$ cat config.mk
export PLATFORM = sky130hd
export DESIGN_NAME = apb_completer_regfile_flat
export DESIGN_NICKNAME = d
export VERILOG_FILES = /design/src/rtl/apb_completer_regfile_if.sv /design/src/rtl/apb_completer_regfile.sv /design/src/flat_wrapper.sv
export SDC_FILE = /design/constraint.sdc
export NUM_CORES = 1
export LEC_CHECK = 0
export BUFFER_PORTS_ARGS = -buffer_cell sky130_fd_sc_hd__buf_2
export CAP_MARGIN = 20
export CELL_PAD_IN_SITES_DETAIL_PLACEMENT = 0
export CELL_PAD_IN_SITES_GLOBAL_PLACEMENT = 2
export CORE_MARGIN = 10
export CORE_UTILIZATION = 43
export CTS_CLUSTER_DIAMETER = 30
export CTS_CLUSTER_SIZE = 25
export DETAILED_ROUTE_END_ITERATION = 10
export GPL_TIMING_DRIVEN = 0
export PLACE_DENSITY = 0.87
export SYNTH_ARGS = -nofsm -noshare
export SYNTH_HDL_FRONTEND = slang
export SYNTH_SLANG_ARGS = --single-unit
$ cat constraint.sdc
create_clock -name clk -period 2.5 [get_ports clk]
set_input_delay 0.125 -clock clk [delete_from_list [all_inputs] [get_ports clk]]
set_output_delay 0.125 -clock clk [all_outputs]
set_load 0.05 [all_outputs]
$ cat src/rtl/apb_completer_regfile_if.sv
// APB bus between a requester and the register-file completer.
interface apb_completer_regfile_if #(
    parameter int ADDR_W = 4,
    parameter int DATA_W = 8
);
    logic              psel;
    logic              penable;
    logic              pwrite;
    logic [ADDR_W-1:0] paddr;
    logic [DATA_W-1:0] pwdata;
    logic [DATA_W-1:0] prdata;
    logic              pready;
    logic              pslverr;

    modport master (
        output psel, penable, pwrite, paddr, pwdata,
        input  prdata, pready, pslverr
    );

    modport slave (
        input  psel, penable, pwrite, paddr, pwdata,
        output prdata, pready, pslverr
    );
endinterface

$ cat src/rtl/apb_completer_regfile.sv
// APB completer serving a small register file with fixed wait states;
// the top register is a read-only count of committed transfers.
module apb_completer_regfile #(
    parameter int ADDR_W      = 4,
    parameter int DATA_W      = 8,
    parameter int NUM_REGS    = 12,
    parameter int WAIT_CYCLES = 1
) (
    input  logic                    clk,
    input  logic                    rst,
    apb_completer_regfile_if.slave  apb
);
    localparam logic [ADDR_W-1:0] CNT_ADDR  = ADDR_W'(NUM_REGS - 1);
    localparam logic [3:0]        WAIT_INIT = 4'(WAIT_CYCLES);

    typedef enum logic [1:0] {IDLE = 2'd0, SETUP = 2'd1, ACCESS = 2'd2} state_t;

    state_t            state_reg, state_next;
    logic [3:0]        wait_reg, wait_next;
    logic [ADDR_W-1:0] addr_reg;
    logic              write_reg;
    logic [DATA_W-1:0] wdata_reg;
    logic [DATA_W-1:0] cnt_reg;
    logic [DATA_W-1:0] regs_reg [NUM_REGS-1];
    logic              latch, commit, done, rw_hit, cnt_hit;

    assign rw_hit  = addr_reg < CNT_ADDR;
    assign cnt_hit = addr_reg == CNT_ADDR;
    assign done    = (state_reg == ACCESS) && (wait_reg == 4'd0);

    always_comb begin
        state_next = state_reg;
        wait_next  = wait_reg;
        latch      = 1'b0;
        commit     = 1'b0;
        case (state_reg)
            IDLE: begin
                if (apb.psel && !apb.penable) begin
                    state_next = SETUP;
                    latch      = 1'b1;
                    wait_next  = WAIT_INIT;
                end
            end
            SETUP: state_next = ACCESS;
            ACCESS: begin
                // Losing psel mid-access abandons the transfer without side effects.
                if (!apb.psel) begin
                    state_next = IDLE;
                end else if (wait_reg != 4'd0) begin
                    wait_next = wait_reg - 4'd1;
                end else begin
                    commit = 1'b1;
                    if (apb.penable) begin
                        state_next = IDLE;
                    end else begin
                        state_next = SETUP;
                        latch      = 1'b1;
                        wait_next  = WAIT_INIT;
                    end
                end
            end
            default: state_next = IDLE;
        endcase
    end

    always_comb begin
        apb.pready  = done;
        apb.pslverr = 1'b0;
        apb.prdata  = '0;
        if (done) begin
            if (write_reg)    apb.pslverr = !rw_hit;
            else if (rw_hit)  apb.prdata  = regs_reg[addr_reg];
            else if (cnt_hit) apb.prdata  = cnt_reg;
            else              apb.pslverr = 1'b1;
        end
    end

    always_ff @(posedge clk or negedge rst) begin
        if (!rst) begin
            state_reg <= IDLE;
            wait_reg  <= '0;
            addr_reg  <= '0;
            write_reg <= 1'b0;
            wdata_reg <= '0;
            cnt_reg   <= '0;
        end else begin
            state_reg <= state_next;
            wait_reg  <= wait_next;
            if (latch) begin
                addr_reg  <= apb.paddr;
                write_reg <= apb.pwrite;
                wdata_reg <= apb.pwdata;
            end
            if (commit) cnt_reg <= cnt_reg + 1'b1;
        end
    end

    always_ff @(posedge clk or negedge rst) begin
        if (!rst) begin
            for (int i = 0; i < NUM_REGS - 1; i++) regs_reg[i] <= '0;
        end else if (commit && write_reg && rw_hit) begin
            regs_reg[addr_reg] <= wdata_reg;
        end
    end
endmodule

$ cat src/flat_wrapper.sv
// flat-port wrapper written by rule: the top's interface ports become plain ports
module apb_completer_regfile_flat 
#(
    parameter int ADDR_W      = 4,
    parameter int DATA_W      = 8,
    parameter int NUM_REGS    = 12,
    parameter int WAIT_CYCLES = 1
)
  (clk, rst, apb_psel, apb_penable, apb_pwrite, apb_paddr, apb_pwdata, apb_prdata, apb_pready, apb_pslverr);
  apb_completer_regfile_if #(.ADDR_W(ADDR_W), .DATA_W(DATA_W)) apb_i ();
  input  logic clk;
  input  logic rst;
  input wire logic [$bits(apb_i.psel)-1:0] apb_psel;
  input wire logic [$bits(apb_i.penable)-1:0] apb_penable;
  input wire logic [$bits(apb_i.pwrite)-1:0] apb_pwrite;
  input wire logic [$bits(apb_i.paddr)-1:0] apb_paddr;
  input wire logic [$bits(apb_i.pwdata)-1:0] apb_pwdata;
  output wire logic [$bits(apb_i.prdata)-1:0] apb_prdata;
  output wire logic [$bits(apb_i.pready)-1:0] apb_pready;
  output wire logic [$bits(apb_i.pslverr)-1:0] apb_pslverr;
  assign apb_i.psel = apb_psel;
  assign apb_i.penable = apb_penable;
  assign apb_i.pwrite = apb_pwrite;
  assign apb_i.paddr = apb_paddr;
  assign apb_i.pwdata = apb_pwdata;
  assign apb_prdata = apb_i.prdata;
  assign apb_pready = apb_i.pready;
  assign apb_pslverr = apb_i.pslverr;
  apb_completer_regfile #(.ADDR_W(ADDR_W), .DATA_W(DATA_W), .NUM_REGS(NUM_REGS), .WAIT_CYCLES(WAIT_CYCLES)) u_core (.clk(clk), .rst(rst), .apb(apb_i));
endmodule
# --- Word level (Yosys, flattened, before mapping) ---
# Index checks and enable logic that the tools add are counted.
classes:
  mux: 32
  add_sub_neg: 2
  order_cmp: 3
  eq_ne: 7
  n_reduce_logical: 13
  bitwise_logic: 1
ops:
  columns: ["op", "count"]
  rows:
  - ["bitwise mux 88 bit", 1]
  - ["2-to-1 mux 8 bit", 7]
  - ["binary-select mux 8 bit (select 4 bit)", 1]
  - ["demux 8 bit (select 4 bit)", 1]
  - ["2-to-1 mux 4 bit", 4]
  - ["2-to-1 mux 1 bit", 12]
  - ["adder 8 x 1 -> 8 bit (second input constant)", 1]
  - ["one-hot mux 4 bit (2 select lines)", 1]
  - ["2-to-1 mux 2 bit", 3]
  - ["inequality test 3 bit (second input constant)", 2]
  - ["one-hot mux 2 bit (3 select lines)", 1]
  - ["greater-or-equal comparator 5 bit (second input constant)", 1]
  - ["logical AND 1 bit", 5]
  - ["< comparator 5 x 1 -> 1 bit (second input constant)", 1]
  - ["NOT 4 -> 5 bit", 1]
  - ["== test 4 bit (second input constant)", 1]
  - ["zero test 4 bit", 1]
  - ["< comparator 4 bit (second input constant)", 1]
  - ["AND reduction 4 bit", 1]
  - ["nonzero test 4 bit", 1]
  - ["subtractor 4 x 1 -> 4 bit (second input constant)", 1]
  - ["== test 2 x 1 -> 1 bit (second input constant)", 1]
  - ["== test 2 bit (second input constant)", 1]
  - ["zero test 1 bit", 2]
  - ["other kinds (6)", 6]
totals:
  out_inout_bits: 10
  word_cells: 75
  regBits: 115
  in_bits: 17

# --- Depth between registers and ports, before layout ---
# Gate-level depths: netlist of the first run.
depth:
  ltp_word: 7
  ltp_mapped: 8
  mapped_depth_nobuf: 6

# --- Worst setup path before layout of the first run ---
# No wires, ideal clock.
synth_timing:
  path_kind: "reg2out"
  start: "reg u_core.addr_reg[1]"
  end: "out apb_pslverr"
  t_required_ns: 2.375
  path_stages_with_launch: 5
  path_buffers: 2
  arrival_ns: 2.579
  setup_slack_ns: -0.204
  path_cell_list: "dfrtp_1 clkbuf_1 clkbuf_1 a31oi_1 nor4b_1"
synth_between:
  elab_chain_len: 5
  elab_cells_between_ends: 7
  classes_between: "1 x order compare; 1 x eq/ne; 4 x mux; 1 x reduce/logical"
synth_lines:
  columns: ["item", "line", "source"]
  rows:
  - ["start: declaration", "apb_completer_regfile.sv:20", "logic [ADDR_W-1:0] addr_reg;"]
  - ["start signal: assignment", "apb_completer_regfile.sv:90", "addr_reg <= apb.paddr;"]
  - ["parallel branches: the longest is 3 deep, another holds < comparator 4 bit", null, null]
  - ["2-to-1 mux 1 bit *", "apb_completer_regfile.sv:71", "if (write_reg) apb.pslverr = !rw_hit;"]
  - ["2-to-1 mux 1 bit *", "apb_completer_regfile.sv:70", "if (done) begin"]
  - ["end: declaration", "flat_wrapper.sv:20", "output wire logic [$bits(apb_i.pslverr)-1:0] apb_pslverr;"]
# Mark *: on every way between the ends.

# --- Final worst setup path of the first run ---
layout_timing:
  start: "reg u_core.addr_reg[1]"
  end: "out apb_prdata[6]"
layout_between:
  elab_chain_len: 7
  elab_cells_between_ends: 10
  classes_between: "1 x order compare; 1 x eq/ne; 7 x mux; 1 x bitwise"
layout_lines:
  columns: ["item", "line", "source"]
  rows:
  - ["NOT 4 -> 5 bit (not written as such)", "apb_completer_regfile.sv:72", "else if (rw_hit) apb.prdata = regs_reg[addr_reg];"]
  - ["binary-select mux 8 bit (select 4 bit)", "apb_completer_regfile.sv:72", null]
  - ["2-to-1 mux 8 bit (not written as such) (2 in series)", "apb_completer_regfile.sv:72", null]
  - ["2-to-1 mux 8 bit *", "apb_completer_regfile.sv:72", null]
  - ["2-to-1 mux 8 bit *", "apb_completer_regfile.sv:71", null]
  - ["2-to-1 mux 8 bit *", "apb_completer_regfile.sv:70", null]
  - ["end: declaration", "flat_wrapper.sv:18", "output wire logic [$bits(apb_i.prdata)-1:0] apb_prdata;"]
# Every way passes the cells marked *; elsewhere a longest branch is shown, timed or not. The select of a mux whose other input is x is not followed.

==> metrics, run 1 <==
status finished clean; cell accounting for the most synthesized area dfrtp_1; Final Util 53.8%; Worst VDD drop 0.514 mV; Antenna Violating Nets Remaining 0; Pwr Density 993 nW/um^2; H-tree depth 4; main combinational cell family by area after synthesis multiplexers; DRC 0; reg-to-reg endpoint u_core.regs_reg[60]$_DFFE_PN0P_; Area Overhead vs Synth 23.2%; peak fanout along the critical path 10; die height 133 um; hold crit path type primary input to flip-flop; register area share after synthesis 52.4%; final net count 500; via/cell ratio 5.53; Chip Width 133 um; min-delay src apb_penable; WS Path Type flip-flop to output pin; Final Critical Period 2.41 ns; Std-Cell Core Area 12600 um^2; RSZ-0062 raised after global routing true; overall power 6.72 mW; flop2flop setup slack 0.24 ns; Syn Nets 440; DRT Pass-1 Iters 4; worst-margin pin slew 0.652 ns; CTS tree done; leakage dissipation 3.16 nW; Synth cell types 45; share of the synthesized area in the top cell type 52.4%; grt total ovfl 0; Inserted Diodes 0; Netlist Area Pre-Place 5490 um^2; initial antenna violation count 0; Worst Hold End u_core.state_reg[0]$_DFFE_PN0P_; number of flops mapped to enable cells by yosys 0; total clock sinks 115; final setup fails 0; CP required 2.38 ns; Clock Tree Buf Depth 2; R2R depth 7; final hold vios 0; row cnt 41; Slew headroom 56.5%; max cap viols 0; CP Data Arrival Time 2.29 ns; vias in the first global route 3842; HPWL Detailed 9.14 mm; FF+latch area 2880 um^2; Clock Latency Late Sink 0.42 ns; IO Count 27; drt total wl 13.6 mm; Clk pin slew, worst setup/hold paths 0.05 ns; Synth Area in XOR/XNOR 1.12%; first-pass GRT wire length 21.8 mm; number of port buffers 26; fin. max-slew vios 0; endpoint class of the critical path output pin; asr flop ratio synth 100%; post-synthesis adder-cell area fraction 0.684%; starting density of the core 43.7%; Final period util 96.4%; Post-Synth Simple-Gate Area 8.29%; Die ar. 17700 um^2; Primary FF master, synth dfrtp_1; synth top area cells dfrtp_1 52%, mux2_2 19%, mux2i_1 6.9%; number of fill cells 1099; Synth warnings 0; Largest register FFs 88; hold path depth 3; GP Congestion 0.883; Synth Area in Compound Gates 5.92%; Worst Skew 0.0134 ns; number of buffers created by CTS 17; mux cell area share after synthesis 28.6%; CP Launch Type flip-flop; most common cell in the netlist dfrtp_1; multi-input logic area 2570 um^2; via count 3664; Mapped Avg Cell Area 13.1 um^2; GRT Util Overall 16.2%; Gate Count Post-Synth 420; post-placement cell count 619; Yosys reg bits 115; top cells by count, synth 115 x dfrtp_1, 95 x mux2_2, 38 x mux2i_1; DR WL/cell 20.5 um; fin cells 663; RR Startpoint u_core.wait_reg[0]$_DFFE_PN0P_; crit path from u_core.addr_reg[1]$_DFFE_PN0P_; max frequency 0.415 GHz; root buf cell clkbuf_16; pin count of the biggest net entering global routing 69; layout cells sized above 1 41.8%; Iteration-0 DRC Markers 308
-- worst max path at each step --
stage                    end  slack (ns)
6_report       apb_prdata[6]        0.09
4_1_cts        apb_prdata[4]       0.005
3_3_place_gp   apb_prdata[6]       -0.09
3_5_place_dp   apb_prdata[6]       -0.07
2_1_floorplan  apb_prdata[0]        0.20
5_1_grt        apb_prdata[6]       -0.13
-- critical path, cell delays in order, from the launching register on --
cell and delay [ns]:
dfrtp_1 0.36, clkbuf_2 0.25, clkbuf_1 0.44, nand3b_1 0.13
o211ai_1 0.13, nand2_1 0.10, a21oi_1 0.20, clkbuf_4 0.26
-- placed cells by master (no fill, tap or decap), types with 11 or more instances in the layout --
cell type,count
buf_2,27
mux2i_1,37
mux2_2,95
dfrtp_1,114
clkbuf_1,14
nor2_1,12
clkbuf_16,17
dlygate4sd3_1,14
nand2_1,13
buf_4,11
-- power by group --
part,leakage (nW),internal (mW),switching [mW]
Sequential,1.56,2.19,0.265
Combinational,1.32,0.772,1.08
Clock,0.287,1.63,0.784
Total,3.16,4.59,2.13
-- routing by layer --
layer  wire (um)  part of all wire (%)  global-route usage (%)  up-vias
li1            -                     -                       -     1664
met5           0                     0                       0        -
met2        6540                    48                    25.2       87
met3         793                   5.8                    4.47       16
met4         202                   1.5                    6.36        0
met1        6020                    44                    21.0     1897
-- through the flow --
step                      area, um^2  hold slack (ns)  setup TNS (ns)  setup WS [ns]
after floorplan                 5500           -0.171               0          0.197
after global placement          5840            0.357           -3.78        -0.0873
after detailed placement        5870            0.198          -0.516        -0.0733
after CTS                       6710            0.110               0        0.00484
after global routing            6770            0.126          -0.133         -0.126
final                           6770            0.125               0         0.0894
-- cell families after synthesis --
kind of cell	count (synthesis)
XOR/XNOR	7
adder cells (fa/ha/maj)	3
buffers and inverters	36
multiplexers	141
AND/OR/NAND/NOR	74
flip-flops	115
AO/OA/AOI/OAI	44
-- layout make-up --
| type | count | share of cell area [%] |
|---|---|---|
| sequential | 115 | 42.5 |
| inverter | 4 | 0.222 |
| timing repair buffer | 46 | 5.18 |
| multi-input combinational | 269 | 38.0 |
| clock inverter | 5 | 1.48 |
| buffer | 27 | 2.22 |
| clock buffer | 25 | 7.17 |
| tap | 172 | 3.18 |
-- repair_timing --
action | in CTS | in global routing
hold endpoints to repair | 60 | 0
endpoints found under the setup margin | 24 | 24
pin swaps | 3 | 1
hold buffers | 14 | 0
gates resized for setup | 27 | 16
setup buffers | 4 | 1
No activity file was read; power rests on OpenSTA's default activity.
==> run 2, diff against run 1 <==
ABC_CLOCK_PERIOD_IN_PS = 2500   (was default)
CORE_ASPECT_RATIO = 0.5   (was default)
==> metrics, run 2 (synthesis results as in run 1) <==
status finished clean (unchanged); DRC 0 (unchanged); CTS tree done (unchanged); initial antenna violation count 0 (unchanged); GP Congestion 0.856 (was 0.883); starting density of the core 43.6% (was 43.7%); GRT Util Overall 14.9% (was 16.2%); max cap viols 0 (unchanged); Final Critical Period 2.47 ns (was 2.41 ns); IO Count 27 (unchanged); Critical-path top delay cell a221oi_1 (was clkbuf_1); Worst VDD drop 0.553 mV (was 0.514 mV); Worst Skew 0.0168 ns (was 0.0134 ns); Final period util 99.0% (was 96.4%); Area Overhead vs Synth 22.4% (was 23.2%); Std-Cell Core Area 12600 um^2 (about the same); worst-margin pin slew 0.705 ns (was 0.652 ns); RSZ-0062 raised after global routing true (unchanged); via/cell ratio 5.46 (was 5.53); Clock Latency Late Sink 0.43 ns (was 0.42 ns); Clock Tree Buf Depth 2 (unchanged); pin count of the biggest net entering global routing 90 (was 69); DRT Pass-1 Iters 5 (was 4); HPWL Detailed 9.06 mm (was 9.14 mm); die height 99.9 um (was 133 um); layout cells sized above 1 41.3% (was 41.8%); commonest cells after routing, fill and taps aside 113 x dfrtp_1, 95 x mux2_2, 38 x mux2i_1 (was 114 x dfrtp_1, 95 x mux2_2, 37 x mux2i_1); Clk pin slew, worst setup/hold paths 0.05 ns (about the same); CP Launch Type flip-flop (unchanged); max frequency 0.404 GHz (was 0.415 GHz); fin. max-slew vios 0 (unchanged); endpoint class of the critical path output pin (unchanged); slowest stage delay, CP 0.40 ns (was 0.44 ns); hold crit path type primary input to flip-flop (unchanged); final setup fails 0 (unchanged); vias in the first global route 3749 (was 3842); first-pass GRT wire length 21.0 mm (was 21.8 mm); H-tree depth 4 (unchanged); number of buffers created by CTS 17 (unchanged); Inserted Diodes 0 (unchanged); drt total wl 13.3 mm (was 13.6 mm); commonest non-fill, non-tap cell in the layout dfrtp_1 (unchanged); final net count 501 (was 500); final hold slack 0.117 ns (was 0.125 ns); Antenna Violating Nets Remaining 0 (unchanged); number of port buffers 26 (unchanged); Largest register FFs 88 (unchanged); grt total ovfl 0 (unchanged); R2R depth 7 (unchanged); peak fanout along the critical path 10 (unchanged); overall power 6.65 mW (was 6.72 mW); total clock sinks 115 (unchanged); row cnt 29 (was 41); Iteration-0 DRC Markers 324 (was 308); Die ar. 18000 um^2 (was 17700 um^2); root buf cell clkbuf_16 (unchanged); DR WL/cell 20.0 um (was 20.5 um); Final Util 53.4% (was 53.8%); WS Path Type flip-flop to output pin (unchanged); CP required 2.38 ns (about the same); leakage dissipation 3.14 nW (was 3.16 nW); Slew headroom 52.6% (was 56.5%); Cell Chain, Critical Path clkbuf_2 > nor2b_1 > clkbuf_2 > a221oi_1 > a221oi_1 > nor2_1 > buf_4 (was clkbuf_2 > clkbuf_1 > nand3b_1 > o211ai_1 > nand2_1 > a21oi_1 > clkbuf_4); hold path depth 3 (unchanged); Pwr Density 989 nW/um^2 (was 993 nW/um^2); Chip Width 180 um (was 133 um); final hold vios 0 (unchanged); CP Data Arrival Time 2.35 ns (was 2.29 ns); via count 3627 (was 3664)
==> run 2: final timing paths <==
path | from | endpoint | slack (ns)
worst max-delay path | u_core.addr_reg[1]$_DFFE_PN0P_ | apb_prdata[3] | 0.03
worst min-delay path | apb_penable | u_core.state_reg[0]$_DFFE_PN0P_ | 0.12
worst max register to register | u_core.wait_reg[0]$_DFFE_PN0P_ | u_core.regs_reg[38]$_DFFE_PN0P_ | 0.13
max in group asynchronous | rst | u_core.regs_reg[62]$_DFFE_PN0P_ | 1.63
min in group asynchronous | rst | u_core.wdata_reg[7]$_DFFE_PN0P_ | 0.14
worst min register to register | u_core.cnt_reg[7]$_DFFE_PN0P_ | u_core.cnt_reg[7]$_DFFE_PN0P_ | 0.50
==> run 2: cell type report <==
cell class / count / area, um^2
plain buffers: 28 / 165
multi-input cells: 269 / 2500
inverters: 4 / 15.0
flip-flops and latches: 115 / 2880
clock inverters: 14 / 154
repair buffers: 46 / 357
fillers: 1064 / 5870
clock buffers: 18 / 439
well taps: 170 / 213
==> run 2: repair_timing <==
action                                  4_1_cts  5_1_grt
buffers inserted                              2        3
endpoints found under the hold margin       128        0
gates cloned                                  0        0
resized for setup                            20       17
pin swaps                                     1        2
hold buffers                                 14        0
endpoints found under the setup margin        9       30
==> run 2: per-layer routing <==
| metal | GRT usage, % | part of all wire [%] | vias to the layer above |
|---|---|---|---|
| met3 | 3.59 | 4.2 | 16 |
| met2 | 23.6 | 46 | 74 |
| li1 | - | - | 1670 |
| met4 | 4.74 | 1.2 | 0 |
| met1 | 19.9 | 49 | 1867 |
| met5 | 0 | 0 | - |
==> run 2: per-stage QoR <==
| stage | std cells | instance area, um^2 | worst slack, ns | setup TNS (ns) |
|---|---|---|---|---|
| after global routing | 664 | 6720 | -0.0229 | -0.128 |
| after floorplan | 420 | 5500 | 0.197 | 0 |
| after global placement | 616 | 5840 | -0.104 | -10.50 |
| after detailed placement | 617 | 5870 | 0.00623 | 0 |
| after CTS | 662 | 6660 | 0.00188 | 0 |
| final | 664 | 6720 | 0.0253 | 0 |
==> run 2: power by group <==
group / internal, mW / total (mW) / leakage (nW) / switching [mW]
registers: 2.19 / 2.46 / 1.55 / 0.270
logic: 0.760 / 1.78 / 1.31 / 1.02
clock network: 1.50 / 2.41 / 0.272 / 0.910
total: 4.45 / 6.65 / 3.14 / 2.20
==> run 2: worst max-delay path: cells and delay by family (launching register included) <==
kind | cells | cell delay [ns]
buffers and inverters | 3 | 0.65
AND/OR/NAND/NOR | 2 | 0.36
flip-flops | 1 | 0.38
AO/OA/AOI/OAI | 2 | 0.54
